--- src/rtl/shift_register_serializer.sv ---
`default_nettype none
// ============================================================================
//  Module      : shift_register_serializer
//  Description : Parallel-in, serial-out front end for a serial-in shift
//                register. Accepts a WIDTH-bit word over valid/ready and
//                emits it one bit per clock, MSB-first or LSB-first, with a
//                downstream hold, optional inter-word gap and a one-cycle
//                frame_done pulse after the last bit of every word.
//  Revision    : 1.0 - initial release
// ----------------------------------------------------------------------------
//  Parameters
//    WIDTH      word width in bits (2..32)
//    GAP        idle cycles forced between words (0..15)
//  Ports
//    clk        rising-edge clock
//    rst        synchronous, active-high reset
//    in_data    parallel word to serialize
//    in_valid   in_data is valid
//    in_ready   a word can be accepted this cycle
//    lsb_first  bit order (1 = LSB first), sampled only at accept
//    hold       downstream stall, freezes shifting
//    ser_d      serial data bit (to shift register d)
//    ser_en     ser_d valid this cycle (to shift register en)
//    frame_done one-cycle pulse after the last bit of a word
//    busy       high whenever the block is not idle
// ============================================================================
module shift_register_serializer #(
   parameter int WIDTH = 4,
   parameter int GAP   = 0
) (
   input  logic             clk,
   input  logic             rst,
   input  logic [WIDTH-1:0] in_data,
   input  logic             in_valid,
   output logic             in_ready,
   input  logic             lsb_first,
   input  logic             hold,
   output logic             ser_d,
   output logic             ser_en,
   output logic             frame_done,
   output logic             busy
);

   localparam int               CNT_W    = $clog2(WIDTH);
   localparam logic [CNT_W-1:0] LAST_CNT = CNT_W'(WIDTH - 1);
   // Final value of the gap counter; unused when GAP is zero.
   localparam logic [3:0]       GAP_LAST = 4'((GAP > 0) ? (GAP - 1) : 0);

   typedef enum logic [1:0] {
      ST_IDLE  = 2'd0,
      ST_SHIFT = 2'd1,
      ST_GAP   = 2'd2
   } state_t;

   state_t           state_q, state_d;
   logic [CNT_W-1:0] cnt_q, cnt_d;
   logic [WIDTH-1:0] data_q, data_d;
   logic             lsb_q, lsb_d;
   logic [3:0]       gap_q, gap_d;
   logic             frame_done_q, frame_done_d;

   logic             last_bit;
   logic             accept;

   // The final bit of a word leaves the block in this cycle.
   assign last_bit = (state_q == ST_SHIFT) && !hold && (cnt_q == LAST_CNT);

   // With no gap the last-bit cycle doubles as an accept slot, giving
   // bubble-free back-to-back words.
   assign in_ready = !rst && ((state_q == ST_IDLE) || (last_bit && (GAP == 0)));
   assign accept   = in_valid && in_ready;

   always_comb begin
      state_d      = state_q;
      cnt_d        = cnt_q;
      data_d       = data_q;
      lsb_d        = lsb_q;
      gap_d        = gap_q;
      frame_done_d = last_bit;

      case (state_q)
         ST_IDLE: begin
            if (accept) begin
               data_d  = in_data;
               lsb_d   = lsb_first;
               cnt_d   = '0;
               state_d = ST_SHIFT;
            end
         end

         ST_SHIFT: begin
            if (!hold) begin
               // Move the next bit to the active end of the register.
               data_d = lsb_q ? (data_q >> 1) : (data_q << 1);
               cnt_d  = cnt_q + 1'b1;
               if (last_bit) begin
                  if (accept) begin
                     data_d  = in_data;
                     lsb_d   = lsb_first;
                     cnt_d   = '0;
                     state_d = ST_SHIFT;
                  end else if (GAP > 0) begin
                     gap_d   = '0;
                     state_d = ST_GAP;
                  end else begin
                     state_d = ST_IDLE;
                  end
               end
            end
         end

         ST_GAP: begin
            if (gap_q == GAP_LAST) begin
               state_d = ST_IDLE;
            end else begin
               gap_d = gap_q + 1'b1;
            end
         end

         default: begin
            state_d = ST_IDLE;
         end
      endcase
   end

   always_ff @(posedge clk) begin
      if (rst) begin
         state_q      <= ST_IDLE;
         cnt_q        <= '0;
         data_q       <= '0;
         lsb_q        <= 1'b0;
         gap_q        <= '0;
         frame_done_q <= 1'b0;
      end else begin
         state_q      <= state_d;
         cnt_q        <= cnt_d;
         data_q       <= data_d;
         lsb_q        <= lsb_d;
         gap_q        <= gap_d;
         frame_done_q <= frame_done_d;
      end
   end

   // ser_d comes only from registers; hold leaves it on the current bit.
   assign ser_d      = (state_q == ST_SHIFT) ? (lsb_q ? data_q[0] : data_q[WIDTH-1]) : 1'b0;
   assign ser_en     = (state_q == ST_SHIFT) && !hold;
   assign busy       = (state_q != ST_IDLE);
   assign frame_done = frame_done_q;

endmodule
`default_nettype wire

--- config.mk ---
export PLATFORM = sky130hd
export DESIGN_NAME = shift_register_serializer
export DESIGN_NICKNAME = d
export VERILOG_FILES = /design/src/rtl/shift_register_serializer.sv
export SDC_FILE = /design/constraint.sdc
export NUM_CORES = 1
export LEC_CHECK = 0
export ABC_CLOCK_PERIOD_IN_PS = 2110
export CORE_AREA = 2 2 39 41
export DETAILED_ROUTE_END_ITERATION = 6
export DIE_AREA = 0 0 41 43
export REMOVE_ABC_BUFFERS = 1
export SYNTH_ARGS = -nofsm -noshare
export SYNTH_HDL_FRONTEND = slang
export SYNTH_SLANG_ARGS = --single-unit
--- constraint.sdc ---
create_clock -name clk -period 2.11 [get_ports clk]
set_clock_uncertainty 0.05 [all_clocks]
set_input_delay 0.211 -clock clk [delete_from_list [all_inputs] [get_ports clk]]
set_output_delay 0.211 -clock clk [all_outputs]
set_load 0.1 [all_outputs]
==> summary.txt, run 1 <==
Run status
  – Run status: complete, no violations

Placement
  – GPL Wtd Cong: 0.8164
  – Placed inst area: 676.9 um2
  – Pre-CTS setup slack: 337.7 ps
  – HPWL after detailed placement: 865.1 um
  – Port Buf Inserts: 13

Floorplan
  – I/O pin total: 14
  – DIE HEIGHT: 43 um
  – Die ar.: 1763 um2
  – Chip width: 41 um
  – FP Rows: 14
  – Effective utilization at floorplan: 35.80%
  – CORE AREA: 1384 um2

Worst setup path
  – Slowest stage delay, CP: 540 ps
  – Critical path data required time: 1850 ps
  – Max stage delay cell, worst path: clkdlybuf4s50_1
  – Worst R2R Setup Slack: 520 ps
  – Kind of critical path: in2out
  – CP Capture Type: output pin
  – CP max FO: 7
  – Startpoint types: primary input
  – WP data arrival: 1480 ps
  – CP Cell Sequence: clkdlybuf4s50_1 -> nand2b_1 -> a21oi_1 -> buf_12

Finish
  – Final Cell Area: 703.2 um2
  – Ant diodes: 0
  – Share of layout cells above drive strength 1: 20.55%
  – Layout Nets: 84
  – Area Overhead vs Synth: 41.92%

Timing
  – Slew HR: 77.11%
  – Pins Over Slew Limit: 0
  – Slew @ Worst Pin: 342.9 ps
  – Final-report setup violation count: 0
  – Fin worst setup slack: 372.1 ps
  – Tcrit/Tclk final: 82.37%
  – Fin. Hold Viols: 0
  – RSZ-0062 raised after global routing: no
  – Hold slack: 423.1 ps
  – Final Critical Period: 1738 ps
  – Fmax: 0.5754 GHz

CTS
  – Post-CTS resize count: 0
  – Clock Path Buffers: 2
  – Cts hold-fix bufs: 0
  – Num Clock Sinks: 9
  – Num CTS Buffers: 3
  – CTS tree: done
  – Post-CTS setup repair buffer count: 0
  – H-tree Lvls: 1
  – Clock slew seen by the registers of the worst setup and hold paths: 60 ps
  – Root Buffer: clkbuf_4
  – Skew-Pair Late Insertion Delay: 260 ps

Global routing
  – Initial antenna violation count: 0
  – Largest net degree at the start of global routing: 13
  – Grt ovf: 0
  – Global-route wire length before repair: 1876 um
  – Total track usage: 15.88%
  – Vias in the first global route: 439

Detailed routing
  – Final WL: 1092 um
  – Detail Route Antenna Nets: 0
  – Vias per cell: 5.022
  – First-pass DRT Iterations: 2
  – WL/cell: 12.27 um
  – Vias: 447
  – DRT iter0 DRCs: 5
  – Residual DRC: 0

Pwr
  – PnR Total Power: 446.3 uW
  – Power per cell area: 634.7 nW/um2
  – Pleak: 0.0002799 uW
  – VDD IR-drop max: 0.4239 mV

Synth
  – Synth top area share: 36.36%
  – Number of flops mapped to enable cells by yosys: 0
  – Count leader, synth: dfxtp_1
  – Most frequent cells after synthesis: dfxtp_1, nor2_1, a21oi_1, nand2_1, nand2b_1
  – Post-synthesis sequential area ratio: 36.36%
  – Cell variety after synth: 26
  – Syn. warnings: 0
  – Synth area leaders: dfxtp_1, a21oi_1, mux2_2
  – Mean post-synth cell area: 8.848 um2
  – Synth Cell Area: 495.5 um2
  – Syn Inst Count: 56
  – Post-synth top flop: dfxtp_1
  – Post-synth top area cell: dfxtp_1
  – #FFs+latches synth: 9
  – Asr flop ratio synth: 0%

Min path
  – HP Class: reg2reg

Job
  – Max_cap viols: 0
-- where the power goes --
| group | internal, uW | switching, uW |
|---|---|---|
| registers | 181 | 12.5 |
| clock network | 72.7 | 56.7 |
| logic | 55.0 | 68.4 |
| total | 309 | 138 |
-- cell type report --
class | instances | area, um2
Clock buffer | 4 | 26.28
Inverter | 1 | 3.754
Multi-Input combinational cell | 44 | 302.8
Timing Repair Buffer | 15 | 170.2
Tap cell | 16 | 20.02
Fill cell | 141 | 680.7
Sequential cell | 9 | 180.2
-- layout by cell type (no fill, tap or decap), types with 3 or more instances in the layout --
cell type	n
dfxtp_1	9
clkdlybuf4s50_1	8
nor2_1	6
a21oi_1	5
nand2_1	4
buf_4	4
nand2b_1	3
clkbuf_4	3
buf_12	3
-- sequential cells by signal (all words and copies together) (netlist names) --
signal	count
frame_done	1
data_q	4
lsb_q	1
cnt_q	2
state_q	1
-- worst max-delay path: cells and delay by family --
kind	cells	cell delay, ps
AO/OA/AOI/OAI	1	260
buffers and inverters	2	750
AND/OR/NAND/NOR	1	250
-- cell families after synthesis --
family,share of synthesized area (%)
compound gates,27.27
xor+xnor,1.768
fa+ha+maj,2.525
buf+inv,2.523
flops,36.36
mux,8.586
simple gates,20.96
-- metal layers --
layer	GRT usage [%]	routed length, um	share of wire [%]	up-vias
li1	-	-	-	241
met2	21.88	534	49	10
met5	0	0	0	-
met4	6.000	0	0	0
met3	7.853	44	4.0	0
met1	20.65	513	47	196
-- final timing paths --
kind | cells after the start | endpoint | startpoint
max reg2reg | 5 | data_q[3]$_SDFFE_PP0P_ | cnt_q[0]$_SDFFE_PP0P_
min reg2reg | 2 | data_q[2]$_SDFFE_PP0P_ | data_q[2]$_SDFFE_PP0P_
min | 2 | data_q[2]$_SDFFE_PP0P_ | data_q[2]$_SDFFE_PP0P_
max | 4 | in_ready | hold
-- per-stage QoR --
| step | util [%] | setup TNS, ps | cells |
|---|---|---|---|
| 3_3_place_gp | 48.92 | 0 | 85 |
| 3_5_place_dp | 48.92 | 0 | 85 |
| 5_1_grt | 50.81 | 0 | 89 |
| 4_1_cts | 50.81 | 0 | 89 |
| 2_1_floorplan | - | -1437 | 54 |
| 6_report | 50.81 | 0 | 89 |
No activity file was read; power rests on OpenSTA's default activity.
==> run 2, diff against run 1 <==
--- a/config.mk
+++ b/config.mk
@@ -5,10 +5,11 @@
 export SDC_FILE = /design/constraint.sdc
 export NUM_CORES = 1
 export LEC_CHECK = 0
-export ABC_CLOCK_PERIOD_IN_PS = 2110
+export ABC_CLOCK_PERIOD_IN_PS = 1480
 export CORE_AREA = 2 2 39 41
 export DETAILED_ROUTE_END_ITERATION = 6
 export DIE_AREA = 0 0 41 43
+export PLACE_DENSITY = 0.67
 export REMOVE_ABC_BUFFERS = 1
 export SYNTH_ARGS = -nofsm -noshare
 export SYNTH_HDL_FRONTEND = slang
==> constraint.sdc (replaced) <==
create_clock -name clk -period 1.48 [get_ports clk]
set_clock_uncertainty 0.05 [all_clocks]
set_input_delay 0.148 -clock clk [delete_from_list [all_inputs] [get_ports clk]]
set_output_delay 0.148 -clock clk [all_outputs]
set_load 0.1 [all_outputs]
==> summary.txt, run 2 (synthesis gave the netlist of run 1 again) <==
Run status
  – Run status: finished with violations
  – Violated checks: negative setup slack

Pwr
  – Pleak: 0.0003516 uW (+26%)
  – Switching power: 218.7 uW (+59%)
  – Power per cell area: 797.9 nW/um2 (+26%)
  – Switching share of total power: 32.11% (+1.3 points)
  – Pint: 462.2 uW (+50%)
  – VDD IR-drop max: 0.5640 mV (+33%)
  – Combinational fraction of design power: 30.6% (+2.9 points)
  – Clk pwr share: 29.3% (+0.3 points)
  – Sequential Power Share: 40.1% (-3.3 points)

Finish
  – Largest register by flop count: data_q
  – Max FFs per register: 4 (unchanged)
  – Largest registers: data_q: 4 flops, cnt_q: 2 flops
  – FILL cells: 121 (-14%)
  – Commonest cells after routing, fill and taps aside: buf_4, clkdlybuf4s50_1, nor2_1, dfxtp_1, buf_12
  – Commonest non-fill, non-tap cell in the layout: buf_4
  – Area of the multi-input gates: 339.1 um2 (+12%)
  – Share of layout cells above drive strength 1: 40.96% (+20 points)
  – Area Overhead vs Synth: 72.22%
  – Ant diodes: 0 (unchanged)
  – Util after Layout: 61.66% (+11 points)
  – Sequential cell area: 187.7 um2 (+4.2%)
  – Layout Nets: 94 (+12%)
  – Final Cell Area: 853.3 um2 (+21%)

Timing
  – Tcrit/Tclk final: 100.2%
  – Pins Over Slew Limit: 0 (unchanged)
  – Slew HR: 80.55% (+3.4 points)
  – Final Critical Period: 1483 ps
  – Fmax: 0.6745 GHz
  – Fin worst setup slack: -2.513 ps (-374.6 ps)
  – RSZ-0062 raised after global routing: yes
  – Setup_tns: -2.513 ps (-2.513 ps)
  – Fin. Hold Viols: 0 (unchanged)
  – Slew @ Worst Pin: 289.8 ps (-53.14 ps)
  – Final-report setup violation count: 1 (+1)

Floorplan
  – Chip width: 41 um (unchanged)
  – DIE HEIGHT: 43 um (unchanged)
  – FP Rows: 14 (unchanged)
  – I/O pin total: 14 (unchanged)
  – CORE AREA: 1384 um2 (unchanged)
  – Effective utilization at floorplan: 35.80% (unchanged)
  – Die ar.: 1763 um2 (unchanged)

Detailed routing
  – WL/cell: 12.45 um (+1.5%)
  – Vias: 524 (+17%)
  – First-pass DRT Iterations: 4 (+2)
  – Residual DRC: 0 (unchanged)
  – Vias per cell: 5.293 (+5.4%)
  – Final WL: 1233 um (+13%)
  – DRT iter0 DRCs: 2 (-3)
  – Detail Route Antenna Nets: 0 (unchanged)

Global routing
  – Grt ovf: 0 (unchanged)
  – Total track usage: 17.93% (+2.0 points)
  – Initial antenna violation count: 0 (unchanged)
  – Global-route wire length before repair: 2083 um (+11%)
  – Vias in the first global route: 495 (+13%)
  – Largest net degree at the start of global routing: 12 (-1)

Min path
  – HP Class: in2reg
  – Hold Path Origin: hold

Worst setup path
  – Reg2reg start: cnt_q[1]$_SDFFE_PP0P_
  – Worst R2R Setup Slack: 70 ps (-450 ps)
  – CP max FO: 3 (-4)
  – Critical path data required time: 1280 ps (-570 ps)
  – WP data arrival: 1280 ps (-200 ps)
  – Critical Path Start: cnt_q[0]$_SDFFE_PP0P_
  – Startpoint types: flop
  – CP Capture Type: output pin
  – Kind of critical path: reg2out

CTS
  – Root Buffer: clkbuf_4
  – Clock Path Buffers: 2 (unchanged)
  – Num CTS Buffers: 3 (unchanged)
  – CTS tree: done
  – Skew-Pair Late Insertion Delay: 270 ps (about the same)
  – Clock slew seen by the registers of the worst setup and hold paths: 70 ps (about the same)
  – Num Clock Sinks: 9 (unchanged)
  – H-tree Lvls: 1 (unchanged)

Placement
  – HPWL after detailed placement: 924.9 um (+6.9%)
  – Port Buf Inserts: 13 (unchanged)
  – Placed inst area: 769.5 um2 (+14%)
  – GPL Wtd Cong: 0.7424 (-9.1%)

Job
  – Max_cap viols: 0 (unchanged)
==> run 2: what timing repair did <==
action                                  CTS  global route
endpoints found under the setup margin    2             3
setup buffers                             0             1
endpoints found under the hold margin     0             0
pin swaps                                 2             2
resized for setup                         8             6
hold buffers                              0             0
==> run 2: per-layer routing <==
layer  track usage, %  wire length [um]  vias up
li1                 -                 -      264
met1            21.43               566      243
met2            27.50               587       13
met3            6.283                59        4
met4            8.000                20        0
met5                0                 0        -
==> run 2: path summary, 6_finish.rpt <==
check,to,cells after the start
worst max-delay path,in_ready,5
worst max register to register,data_q[3]$_SDFFE_PP0P_,5
worst min register to register,data_q[2]$_SDFFE_PP0P_,2
worst min-delay path,data_q[2]$_SDFFE_PP0P_,4
==> run 2: stage by stage <==
step,setup WS [ps],cells,power (uW),hold WS [ps]
floorplan,-1339,54,384.3,167.1
global placement,-116.4,94,477.0,406.1
detailed placement,-119.1,94,479.3,409.0
CTS,3.395,98,682.6,394.0
global route,-47.08,99,716.9,411.9
finish,-2.513,99,680.9,388.2
==> run 2: cell type report <==
type | instances | area share [%]
timing repair buffer | 25 | 32.40
multi-input combinational | 44 | 39.74
sequential | 9 | 21.99
inverter | 1 | 0.4399
tap | 16 | 2.346
clock buffer | 4 | 3.079
==> run 2: power groups by stage <==
stage / logic [uW] / clock network [uW] / registers [uW]
3_3_place_gp: 200 / 0 / 277
2_1_floorplan: 92.7 / 0 / 292
3_5_place_dp: 202 / 0 / 277
5_1_grt: 226 / 216 / 275
6_report: 209 / 199 / 273
4_1_cts: 209 / 201 / 273
==> run 2: critical path: stages, from the launching register on <==
cell and delay [ps]:
dfxtp_2 350, ha_4 150, buf_6 100, nand2b_4 60, a21oi_4 160, buf_12 190
